## src/rtl/pc_next_unit.sv

```systemverilog
// Program counter next-address unit: sequential advance, branch/jump redirect,
// stall hold with a one-entry pending redirect, and a one-cycle squash bubble.
module pc_next_unit #(
    parameter logic [31:0] RESET_PC = 32'h0000_0000
) (
    input  logic        clk,
    input  logic        reset,
    input  logic        stall,
    input  logic        branch_taken,
    input  logic [31:0] branch_offset,
    input  logic        jump,
    input  logic [25:0] jump_index,
    output logic [31:0] pc,
    output logic [31:0] pc_plus4,
    output logic [31:0] branch_target,
    output logic        pc_valid,
    output logic        redirect
);

    localparam int unsigned PC_W = 32;

    typedef enum logic [1:0] {
        BOOT   = 2'd0,
        RUN    = 2'd1,
        HOLD   = 2'd2,
        BUBBLE = 2'd3
    } state_t;

    state_t            state, state_d;
    logic [PC_W-1:0]   pc_d;
    logic              pend_v, pend_v_d;
    logic [PC_W-1:0]   pend_t, pend_t_d;
    logic              pc_valid_d, redirect_d;
    logic              req_v;
    logic [PC_W-1:0]   req_t;
    logic [PC_W-1:0]   jump_target;

    // Address arithmetic wraps modulo 2^32
    assign pc_plus4      = pc + PC_W'(4);
    assign branch_target = pc_plus4 + (branch_offset << 2);
    assign jump_target   = {pc_plus4[31:28], jump_index, 2'b00};

    // Jump outranks a taken branch
    assign req_v = jump | branch_taken;
    assign req_t = jump ? jump_target : branch_target;

    always_ff @(posedge clk or posedge reset) begin
        if (reset) begin
            state    <= BOOT;
            pc       <= RESET_PC;
            pend_v   <= 1'b0;
            pend_t   <= '0;
            pc_valid <= 1'b0;
            redirect <= 1'b0;
        end else begin
            state    <= state_d;
            pc       <= pc_d;
            pend_v   <= pend_v_d;
            pend_t   <= pend_t_d;
            pc_valid <= pc_valid_d;
            redirect <= redirect_d;
        end
    end

    always_comb begin
        state_d  = state;
        pc_d     = pc;
        pend_v_d = pend_v;
        pend_t_d = pend_t;

        case (state)
            BOOT: state_d = RUN;
            RUN: begin
                if (stall) begin
                    state_d = HOLD;
                    if (req_v) begin
                        pend_v_d = 1'b1;
                        pend_t_d = req_t;
                    end
                end else if (req_v) begin
                    pc_d    = req_t;
                    state_d = BUBBLE;
                end else begin
                    pc_d = pc_plus4;
                end
            end
            HOLD: begin
                if (req_v) begin
                    pend_v_d = 1'b1;
                    pend_t_d = req_t;
                end
                // On release the newest request (this cycle, else the stored one) is applied
                if (!stall) begin
                    pend_v_d = 1'b0;
                    if (req_v) begin
                        pc_d    = req_t;
                        state_d = BUBBLE;
                    end else if (pend_v) begin
                        pc_d    = pend_t;
                        state_d = BUBBLE;
                    end else begin
                        pc_d    = pc_plus4;
                        state_d = RUN;
                    end
                end
            end
            BUBBLE: state_d = stall ? HOLD : RUN;
            default: state_d = BOOT;
        endcase

        pc_valid_d = (state_d == RUN) || (state_d == HOLD);
        redirect_d = (state_d == BUBBLE);
    end

endmodule

```

## config.mk

```make
export PLATFORM = sky130hd
export DESIGN_NAME = pc_next_unit
export DESIGN_NICKNAME = d
export VERILOG_FILES = /design/src/rtl/pc_next_unit.sv
export SDC_FILE = /design/constraint.sdc
export NUM_CORES = 1
export LEC_CHECK = 0
export CORE_MARGIN = 5
export CORE_UTILIZATION = 40
export CTS_CLUSTER_DIAMETER = 80
export CTS_CLUSTER_SIZE = 24
export DETAILED_ROUTE_END_ITERATION = 12
export HOLD_SLACK_MARGIN = 0.1
export PLACE_DENSITY = 0.68
export SYNTH_ARGS = -nofsm -noshare
export SYNTH_HDL_FRONTEND = slang
export SYNTH_SLANG_ARGS = --single-unit
```

## constraint.sdc

```tcl
create_clock -name clk -period 6.3 [get_ports clk]
set_input_delay 0.945 -clock clk [delete_from_list [all_inputs] [get_ports clk]]
set_output_delay 0.945 -clock clk [all_outputs]
set_load 0.01 [all_outputs]
```

After elaboration in Yosys (flattened, before gate mapping)
Cells that the tools add are included.
{"block": "totals", "wordCells": 44, "ff_bits": 69}
{"block": "classes", "n_bitwise": 1, "n_reduce_logical": 5, "n_addsub": 2, "mux": 21, "eq_ne": 9}
{"operator": "$mux W32", "n": 8}
{"operator": "$pmux W32 S2", "n": 2}
{"operator": "$add A32 B3 Y32 const B", "n": 1}
{"operator": "$add A32 B32 Y32", "n": 1}
{"operator": "$mux W2", "n": 6}
{"operator": "$eq A2 B2 Y1 const B", "n": 4}
{"operator": "$pmux W2 S4", "n": 1}
{"operator": "$ne A2 B2 Y1 const B", "n": 3}
{"operator": "$eq A2 B1 Y1 const B", "n": 2}
{"operator": "$mux W1", "n": 3}
{"operator": "$reduce_and A3 Y1", "n": 1}
{"operator": "$logic_not A2 Y1", "n": 1}
{"operator": "$pmux W1 S2", "n": 1}
{"operator": "$reduce_and A2 Y1", "n": 1}
{"operator": "$reduce_bool A2 Y1", "n": 1}
{"operator": "$logic_or A1 B1 Y1", "n": 1}
{"operator": "$or A1 B1 Y1", "n": 1}

Longest topological paths before layout
{"block": "depth", "word_depth": 6, "ltp_mapped": 15, "mapped_depth_nobuf": 14}

Worst setup path before layout
Ideal clock, no wire load.
{"block": "synth_timing", "path_type": "register to output", "startpoint": "register pc[8]", "endpoint": "output port branch_target[30]", "n_path_buf": 2, "arrival_ns": 3.326, "slack_ns": 2.029, "path_stages_with_launch": 16, "path_cell_list": "dfrtp_1 > buf_2 > nand4_1 > nor3_1 > nand3_1 > xnor2_1 > ha_1 > buf_2 > a211o_1 > a211oi_2 > o211a_1 > nand3_1 > a31oi_2 > nor2_2 > nor2_1 > xnor2_1"}
{"block": "synth_between", "elab_chain_len": 2}
{"element": "start, declared", "line_no": "13", "text": "output logic [31:0] pc,"}
{"element": "start signal, assigned", "line_no": "57", "text": "pc <= pc_d;"}
{"element": "$add A32 B3 Y32", "line_no": "39", "text": "assign pc_plus4 = pc + PC_W'(4);"}
{"element": "named net pc_plus4[19]", "line_no": "14", "text": "output logic [31:0] pc_plus4,"}
{"element": "$add A32 B32 Y32", "line_no": "40", "text": "assign branch_target = pc_plus4 + (branch_offset << 2);"}
{"element": "end, declared", "line_no": "15", "text": "output logic [31:0] branch_target,"}
The timed path passes the listed nets, and every way through them passes these cells.

Final worst setup path
{"block": "layout_timing", "startpoint": "register pc[4]", "endpoint": "output port branch_target[29]"}
{"block": "layout_between", "elab_chain_len": 2}
{"element": "$add A32 B3 Y32", "line_no": "39"}
{"element": "$add A32 B32 Y32", "line_no": "40"}
No other way between the ends.

==> results.yml <==
setup_path:
  cp-start-kind: "flip-flop"
  path_class: "flip-flop to output pin"
  crit_arrival_ns: 4.73
  critPathRequiredTime_ns: 5.35
  reg2reg_slack_ns: 2.10
  crit_path_end_kind: "output pin"
  crit_fanout: 10
route:
  wl_per_cell_um: 19.8
  vias: 6642
  drc: 0
  drt_iter0_markers: 661
  dr.pass1.iters: 5
  antenna_left: 0
  routed_via_density: 5.84
  wl_um: 22500
yosys:
  synth-edff-count: 0
  syn_nets: 887
  synth.avg_cell_area_um2: 7.95
  synthArstFlopShare_pct: 100
  yosys_warnings: 0
  synth_cell_types: 81
  netlist_area_um2: 6240
  synthCells: 785
  synth_top_cell_area_share_pct: 27.7
  synth_top_flop_cell: "dfrtp_1"
  yosysSeqAreaShare_pct: 27.7
  synth_area_leaders: "dfrtp_1 (28%), ha_1 (7.6%), nand2_1 (5.8%), o21ai_0 (5.6%), xnor2_1 (5.3%)"
  synth-seq-cells: 69
  yosys.area.top_type: "dfrtp_1"
power_and_ir_drop:
  power.density_nw_per_um2: 542
  p_leak_nw: 3.44
  seqPwrFrac_pct: 19.0
  vdd_drop_max_mv: 0.345
  p_total_mw: 4.49
  power_frac_comb_pct: 69.2
  switching_share_pct: 46.1
  power_switching_mw: 2.07
  internal_power_mw: 2.42
  clkPwrFrac_pct: 11.8
placed_design:
  pre_cts_ws_ns: 1.03
  hpwlAfterDp_um: 16400
  port_buffers: 158
  place_congestion: 0.956
clocking:
  cts_root_buf: "clkbuf_16"
  cts_tree: "yes"
  path_clk_slew_ns: 0.06
  post_cts_buffers: 0
  cts_resized: 0
  holdBufCountCts: 0
  cts_sinks: 69
  cts-buffers-inserted: 9
  clk_latency_ns: 0.34
  clockBufferDepth: 2
  htreeDepth: 3
sta:
  min_period_ns: 5.67
  rsz0062_at_grt: "false"
  slew_headroom_pct: 35.5
  setup_slack_ns: 0.628
  slew_viol_final: 0
  holdWs_ns: 0.472
  setup_viol: 0
  clock.fmax_ghz: 0.176
  tns_ns: 0
  skew_ns: 0.0106
  period_share_pct: 90.0
  final-hold-violation-count: 0
  worstMarginPinSlew_ns: 0.964
global_route:
  grt_usage_pct: 24.4
  antenna_found_initial: 0
  grt_pass1_vias: 6272
  grt_overflow: 0
  grt_max_degree: 70
  grt_first_pass_wirelength_um: 35300
floorplanning:
  boundaryPins: 161
  die_area_um2: 18200
  rows: 45
  core_um2: 15300
  start_util_pct: 40.9
  die_h_um: 135
  die_x_um: 135
finish:
  fillers: 1444
  mostFrequentLayoutCell: "clkdlybuf4s50_1"
  drive_above_1_share_pct: 7.13
  layout_common_cells: "clkdlybuf4s50_1 (158), nand2_1 (97), nor2_1 (79)"
  area_growth_pct: 32.8
  diodes: 0
  nets: 1023
min_path:
  min_path_type: "flip-flop to flip-flop"
job:
  drv_cap: 0
status:
  status: "completed"
==> cells by family (layout without fill, tap and decap cells) <==
| family | count (synthesis) | after routing | share of synthesized area, % |
|---|---|---|---|
| adder cells (fa/ha/maj) | 39 | 39 | 7.94 |
| AND/OR/NAND/NOR | 299 | 299 | 22.9 |
| XOR/XNOR | 51 | 51 | 7.16 |
| flip-flops | 69 | 69 | 27.7 |
| AO/OA/AOI/OAI | 234 | 234 | 25.3 |
| buffers and inverters | 66 | 207 | 4.53 |
| multiplexers | 27 | 27 | 4.59 |
==> routing by layer <==
layer	up-vias	track usage, %	wire length, µm
met1	3116	33.0	9520
met3	51	7.15	2380
li1	3139	-	-
met4	0	7.98	657
met2	336	37.6	9900
met5	-	0	0
==> state kept, by name (all words and copies together), names as in the netlist <==
name and flops:
pc 32, pc_valid 1, pend_t 32, pend_v 1
redirect 1, state 2
==> power groups by stage <==
stage                     sequential [mW]  clock (mW)  combinational [mW]
after detailed placement            0.857           0                3.07
final                               0.855       0.529                3.11
after CTS                           0.851       0.535                3.09
after global routing                0.884       0.555                3.37
after global placement              0.852           0                3.06
after floorplan                     0.838           0                1.72
==> final timing paths <==
path	start	endpoint	cells after the start
setup / recovery	pc[4]	branch_target[29]	13
hold / removal	pend_t[0]	pend_t[0]	2
setup reg to reg	pc[4]	pend_t[29]	12
hold reg to reg	pend_t[0]	pend_t[0]	2
max in group asynchronous	reset	pend_t[19]	3
min in group asynchronous	reset	pc_valid	3
==> synth_stat cells (6+ instances only) <==
cell / instances
xnor2_1: 38
nor2_1: 79
clkbuf_1: 33
mux2i_1: 20
ha_1: 38
a31oi_1: 9
xor2_1: 13
nor2b_1: 7
and3_1: 11
and4_1: 9
and2_1: 9
o21ai_0: 70
a21o_1: 8
nor3_1: 14
o21a_1: 8
o21ai_1: 6
inv_1: 19
dfrtp_1: 69
nand4_1: 13
a221oi_1: 7
or3_1: 6
nand3_1: 33
o31ai_1: 6
a21oi_1: 47
nand2_1: 97
==> worst max-delay path, cell delays in order, from the launching register on <==
cell and delay, ns:
dfrtp_1 0.49, nand4_1 0.23, nor4_2 0.48, nand3_1 0.15
xnor2_1 0.38, ha_1 0.45, and4_1 0.31, nand3_1 0.12
o21ai_0 0.16, or2_1 0.31, o2111ai_1 0.42, nand2_1 0.12
xor2_1 0.19, clkdlybuf4s50_1 0.56
==> per-stage QoR <==
stage,instance area (µm²),util [%],instances
6_report,8290,54.3,1137
5_1_grt,8290,54.3,1137
4_1_cts,8290,54.3,1137
3_5_place_dp,7990,52.3,1121
3_3_place_gp,7990,52.3,1121
2_1_floorplan,6240,-,785
==> final cells by class <==
class                      instances  area [µm²]  area share [%]
tap                              211         264            3.18
inverter                          20        75.1           0.906
multi-input combinational        650        4240            51.2
sequential                        69        1730            20.8
timing repair buffer             171        1680            20.3
clock buffer                      13         260            3.14
clock inverter                     3        43.8           0.528
No activity file was read; power rests on OpenSTA's default activity.
